==> config.mk <==
export PLATFORM = sky130hd
export DESIGN_NAME = comparator_2bit_flat
export DESIGN_NICKNAME = d
export VERILOG_FILES = /design/src/rtl/comparator_pkg.sv /design/src/rtl/comparator_2bit_if.sv /design/src/rtl/comparator_2bit_core.sv /design/src/rtl/comparator_2bit.sv /design/src/flat_wrapper.sv
export SDC_FILE = /design/constraint.sdc
export NUM_CORES = 1
export LEC_CHECK = 0
export ABC_AREA = 0
export ABC_CLOCK_PERIOD_IN_PS = 900
export CAP_MARGIN = 40
export CORE_AREA = 5 5 42 44
export DETAILED_ROUTE_END_ITERATION = 7
export DIE_AREA = 0 0 47 49
export GPL_TIMING_DRIVEN = 0
export PLACE_DENSITY_LB_ADDON = 0.12
export REMOVE_ABC_BUFFERS = 1
export SYNTH_ARGS = -nofsm -noshare
export SYNTH_HDL_FRONTEND = slang
export SYNTH_SLANG_ARGS = --single-unit
==> constraint.sdc <==
create_clock -name clk -period 0.9 [get_ports clk]
set_input_delay 0.135 -clock clk [delete_from_list [all_inputs] [get_ports clk]]
set_output_delay 0.135 -clock clk [all_outputs]
set_load 0.05 [all_outputs]
==> src/rtl/comparator_pkg.sv <==
// Shared definitions for the 2-bit magnitude comparator.
//   OPERAND_WIDTH : width of each compared operand
//   operand_t     : one operand
//   cmpResult_t   : one-hot compare result, bit order {gt, eq, lt}
//   CMP_GT/EQ/LT  : the three legal result encodings
//   CMP_NONE      : all-zero value held while in reset

package comparator_pkg;

  localparam int OPERAND_WIDTH = 2;

  typedef logic [OPERAND_WIDTH-1:0] operand_t;
  typedef logic [2:0]               cmpResult_t;

  localparam cmpResult_t CMP_GT   = 3'b100;
  localparam cmpResult_t CMP_EQ   = 3'b010;
  localparam cmpResult_t CMP_LT   = 3'b001;
  localparam cmpResult_t CMP_NONE = 3'b000;

endpackage

==> src/rtl/comparator_2bit_if.sv <==
// Operand/result bundle for comparator_2bit.
//   a1,a2     : operand A, A = {a1,a2}
//   b1,b2     : operand B, B = {b1,b2}
//   in_valid  : operands valid this cycle
//   AgB/AeB/AlB : registered A>B / A==B / A<B flags
//   out_valid : one-cycle strobe marking a fresh result
// master drives operands and reads results; slave is the comparator.

interface comparator_2bit_if;

  logic a1;
  logic a2;
  logic b1;
  logic b2;
  logic in_valid;
  logic AgB;
  logic AeB;
  logic AlB;
  logic out_valid;

  modport master (
    output a1, a2, b1, b2, in_valid,
    input  AgB, AeB, AlB, out_valid
  );

  modport slave (
    input  a1, a2, b1, b2, in_valid,
    output AgB, AeB, AlB, out_valid
  );

endinterface

==> src/rtl/comparator_2bit_core.sv <==
// Purely combinational unsigned 2-bit magnitude compare.
//   opA, opB : operands
//   result   : one-hot {gt, eq, lt}

module comparator_2bit_core
  import comparator_pkg::*;
(
  input  operand_t   opA,
  input  operand_t   opB,
  output cmpResult_t result
);

  always_comb begin
    result = CMP_EQ;
    if (opA > opB) begin
      result = CMP_GT;
    end else if (opA < opB) begin
      result = CMP_LT;
    end
  end

endmodule

==> src/rtl/comparator_2bit.sv <==
// Registered 2-bit comparator top.
//   clk   : single clock, rising edge
//   rst   : synchronous active-high reset
//   cmpIf : operand/result bundle (slave side)
// A result is captured only when in_valid is high; otherwise the flags
// hold and out_valid drops. After reset the flags are all zero, so
// consumers must qualify them with out_valid.

module comparator_2bit
  import comparator_pkg::*;
(
  input logic              clk,
  input logic              rst,
  comparator_2bit_if.slave cmpIf
);

  operand_t   opA;
  operand_t   opB;
  cmpResult_t coreResult;
  cmpResult_t resultQ;
  logic       outValidQ;

  assign opA = {cmpIf.a1, cmpIf.a2};
  assign opB = {cmpIf.b1, cmpIf.b2};

  comparator_2bit_core uCore (
    .opA    (opA),
    .opB    (opB),
    .result (coreResult)
  );

  always_ff @(posedge clk) begin
    if (rst) begin
      resultQ   <= CMP_NONE;
      outValidQ <= 1'b0;
    end else begin
      outValidQ <= cmpIf.in_valid;
      if (cmpIf.in_valid) begin
        resultQ <= coreResult;
      end
    end
  end

  assign cmpIf.AgB       = resultQ[2];
  assign cmpIf.AeB       = resultQ[1];
  assign cmpIf.AlB       = resultQ[0];
  assign cmpIf.out_valid = outValidQ;

endmodule

==> src/flat_wrapper.sv <==
// flat-port wrapper written by rule: the top's interface ports become plain ports
module comparator_2bit_flat import comparator_pkg::*;
  (clk, rst, cmpIf_a1, cmpIf_a2, cmpIf_b1, cmpIf_b2, cmpIf_in_valid, cmpIf_AgB, cmpIf_AeB, cmpIf_AlB, cmpIf_out_valid);
  comparator_2bit_if cmpIf_i ();
  input logic clk;
  input logic rst;
  input wire logic [$bits(cmpIf_i.a1)-1:0] cmpIf_a1;
  input wire logic [$bits(cmpIf_i.a2)-1:0] cmpIf_a2;
  input wire logic [$bits(cmpIf_i.b1)-1:0] cmpIf_b1;
  input wire logic [$bits(cmpIf_i.b2)-1:0] cmpIf_b2;
  input wire logic [$bits(cmpIf_i.in_valid)-1:0] cmpIf_in_valid;
  output wire logic [$bits(cmpIf_i.AgB)-1:0] cmpIf_AgB;
  output wire logic [$bits(cmpIf_i.AeB)-1:0] cmpIf_AeB;
  output wire logic [$bits(cmpIf_i.AlB)-1:0] cmpIf_AlB;
  output wire logic [$bits(cmpIf_i.out_valid)-1:0] cmpIf_out_valid;
  assign cmpIf_i.a1 = cmpIf_a1;
  assign cmpIf_i.a2 = cmpIf_a2;
  assign cmpIf_i.b1 = cmpIf_b1;
  assign cmpIf_i.b2 = cmpIf_b2;
  assign cmpIf_i.in_valid = cmpIf_in_valid;
  assign cmpIf_AgB = cmpIf_i.AgB;
  assign cmpIf_AeB = cmpIf_i.AeB;
  assign cmpIf_AlB = cmpIf_i.AlB;
  assign cmpIf_out_valid = cmpIf_i.out_valid;
  comparator_2bit u_core (.clk(clk), .rst(rst), .cmpIf(cmpIf_i));
endmodule
; ---- After elaboration in Yosys (flattened, before gate mapping)
; Cells that the tools add are included.
[totals]
ff_bits = 4
latch_bits = 0
ramBits = 0
mem_bits_ro = 0
in_bits = 7
elab_cells = 6
mem_count = 0
[classes]
addsub = 0
n_mul = 0
div = 0
magnitude_cmp = 2
n_eq_ne = 0
n_shift = 0
muxes = 2
n_bitwise = 0
n_reduce_logical = 0
[op_table]
columns = cell, n
row1 = $mux W3, 1
row2 = $gt A2 B2 Y1, 1
row3 = $lt A2 B2 Y1, 1
row4 = $mux W2, 1

; ---- Logic depth before layout (Yosys ltp)
[depth]
ltp_word = 3
mapped_depth = 5
ltp_nobuf = 5

; ---- Modules after synthesis
; Synthesis repeated with hierarchy kept, for this count alone.
[unflattened]
hier_cells = 21
area_unflattened_um2 = 192.7
[modules_own_cells]
columns = module, n_inst, cells_each, area_per_inst_um2, seq_area_each_um2
row1 = comparator_2bit, 1, 11, 127.6, 80.1
row2 = comparator_2bit_core, 1, 10, 65.1, 0.0

; ---- Least setup slack after synthesis
; No wires, ideal clock.
[synth_path]
path_type = reg2reg
from = register, netlist name u_core.resultQ[1]
to = register u_core.resultQ[1]
setup_time_ps = 60
arrival_time_ps = 946
setup_slack_ps = -105
stages_incl_launch_ff = 4
period_less_slack_ps = 1005
cell_sequence = dfxtp_1 -> inv_1 -> o21ai_0 -> and3b_1
[synth_lines]
columns = item, line_no
row1 = end signal: assignment, comparator_2bit.sv:39  ; resultQ <= coreResult;
row2 = end: declaration, comparator_2bit.sv:20  ; cmpResult_t resultQ;

; ---- Worst setup path in the final report
[layout_path]
from = input port cmpIf_a1
to = register u_core.resultQ[2]
[layout_via]
elab_chain_cells = 2
[layout_rtl]
columns = item, line_no
row1 = start: declaration, flat_wrapper.sv:7  ; input wire logic [$bits(cmpIf_i.a1)-1:0] cmpIf_a1;
row2 = $gt A2 B2 Y1, comparator_2bit_core.sv:15  ; if (opA > opB) begin
row3 = $mux W3, comparator_2bit_core.sv:15
; Every way passes these cells.
; A chain may end at the register's enable or synchronous reset.

==> qor.csv <==
metric,value,unit
reg2reg setup slack,0.20,ns
Slew @ Worst Pin,0.200,ns
average wire per standard cell,9.42,um
postcts setup bufs,0,
Fin. Hold Viols,0,
CTS max path bufs,2,
mapped cell area,184,um^2
Yosys cell types,11,
Ports,11,
Peak supply drop,0.589,mV
clock root buffer master,clkbuf_4,
WHS,0.396,ns
Worst-path clk slew,0.03,ns
initial antenna violation count,0,
sequential area share after synthesis,43.5,%
clk_skew,0,ns
Worst-Skew Late Latency,0.23,ns
Crit Path Category,input port to flip-flop,
largest net degree at the start of global routing,7,
Leakage,0.152,nW
total CTS buffers,3,
Post-Synth XOR/XNOR Area,0,%
drt pass-1 iters,2,
routability cong.,0.700,
fraction of the mapped netlist area in simple logic gates,28.6,%
via count,172,
ant diodes,0,
Post-layout nets,43,
"slowest stage delay, CP",0.26,ns
vias per cell,3.58,
vias in the first global route,194,
gr usage total,4.93,%
total grt overflow,0,
Synth area leader,dfxtp_1,
first-pass GRT wire length,752,um
Yosys top cell area share,43.5,%
PortBufs,10,
clk sink count,4,
num rows,14,
Slew HR,86.5,%
DIE HEIGHT,49,um
layout cells sized above 1,46.9,%
type of origin of the critical path,input port,
Final ANT Viol Nets,0,
YS warnings,0,
worst path cell trace,"dlygate4sd2_1, ha_4, nand2b_1, nand3b_1, nor3b_2",
Area growth syn-to-layout,92.5,%
Iteration-0 DRC Markers,1,
"slowest stage cell, crit path",dlygate4sd2_1,
class of the worst hold path,input port to flip-flop,
Crit Path Max Fanout,3,
CTS tree,yes,
Routed WL,452,um
MaxCap Viol Count,0,
Core ar.,1400,um^2
RSZ-0062 raised after global routing,no,
die width,47,um
pwr/cell area,1550,nW/um^2
"Slew Viols, Final",0,
Post-Synth Adder-Cell Area,13.6,%
"top cells by area, synth","dfxtp_1 44%, ha_1 14%, nand2b_1 6.8%",
CTS H-tree depth,1,
Starting Density,13.1,%
CP Data Arrival Time,0.98,ns
# DRC,0,
post-synthesis compound-gate area fraction,8.16,%
total power after layout,547,uW
fillers,166,
die area,2300,um^2
fin crit share,97.1,%
post-synthesis cell count,19,
status,completed,
Worst Path Required,1.01,ns
Max Clock Freq,1140,MHz
post-synthesis mux area share,0,%
Yosys reg bits,4,
kind of end point of the critical path,flip-flop,
syn avg cell area,9.68,um^2
final number of setup-violating endpoints,0,
min cycle time layout,0.874,ns
largest family of logic cells by synthesized area,simple AND/OR/NAND/NOR gates,
## worst paths after layout
check                    start                     end  depth (start not counted)
min reg2reg  u_core.resultQ[0]       u_core.resultQ[0]                          2
min             cmpIf_in_valid  u_core.cmpIf.out_valid                          2
max                   cmpIf_a1       u_core.resultQ[2]                          5
max reg2reg  u_core.resultQ[1]       u_core.resultQ[1]                          3
## power breakdown
group / internal [mW] / switching, mW
Sequential: 0.191 / 0.00624
Combinational: 0.0615 / 0.0760
Clock: 0.148 / 0.0636
Total: 0.401 / 0.146
## what timing repair did
item,in CTS,in global routing
pin swaps,2,1
endpoints found under the setup margin,7,4
gates resized for setup,34,5
cloned,0,0
hold buffers,0,0
## synthesized netlist by cell type
cell      number
dfxtp_1        4
and3b_1        1
nor3b_2        1
a21oi_1        1
nand2b_1       2
nand3b_1       1
o21ai_0        2
inv_1          3
nand3_1        1
ha_1           2
nor2b_1        1
## through the flow
step	std cells	setup TNS (ns)	cell area, um^2	worst slack, ns	utilization [%]
CTS	48	0	340	0.00410	24.3
finish	48	0	354	0.0265	25.3
global route	48	0	354	0.00347	25.3
global placement	45	-2.80	304	-0.503	21.7
floorplan	19	-0.195	184	-0.105	-
detailed placement	45	-2.86	304	-0.518	21.7
## cell families after synthesis
| group | count (synthesis) |
|---|---|
| simple gates | 7 |
| buf+inv | 3 |
| flops | 4 |
| fa+ha+maj | 2 |
| compound gates | 3 |
## per-layer routing
layer	global-route usage, %	share of wire (%)	vias to the layer above
met5	0	0	-
li1	-	-	90
met3	5.90	9.5	0
met2	6.79	48	7
met4	1.38	0	0
met1	4.62	42	75
## registers in the layout (all words and copies together) (netlist names)
register,cells
u_core.resultQ,3
u_core.cmpIf.out_valid,1
## layout by cell type (no fill, tap or decap)
master and count:
clkbuf_4 3, buf_4 1, dfxtp_1 2, buf_6 3, inv_1 1, inv_2 2
a21oi_1 1, nor2b_1 1, nand2b_1 2, nand3b_1 1, and3b_1 1, dlygate4sd2_1 5
clkdlybuf4s50_1 1, nand3_2 1, o21ai_0 2, ha_4 2, dfxtp_2 2, nor3b_2 1
## worst max-delay path, delay by kind of cell
family,cells,cell delay (ns)
buffers and inverters,1,0.26
adder cells (fa/ha/maj),1,0.25
AND/OR/NAND/NOR,3,0.34
## final cells by class
cell class / instances / area [um^2] / share of cell area, %
inverters: 3 / 11.3 / 3.18
flip-flops and latches: 4 / 82.6 / 23.3
well taps: 16 / 20.0 / 5.65
clock buffers: 3 / 22.5 / 6.36
multi-input cells: 12 / 123 / 34.6
repair buffers: 10 / 95.1 / 26.9
Note: power is estimated with default switching activity, not from simulation.
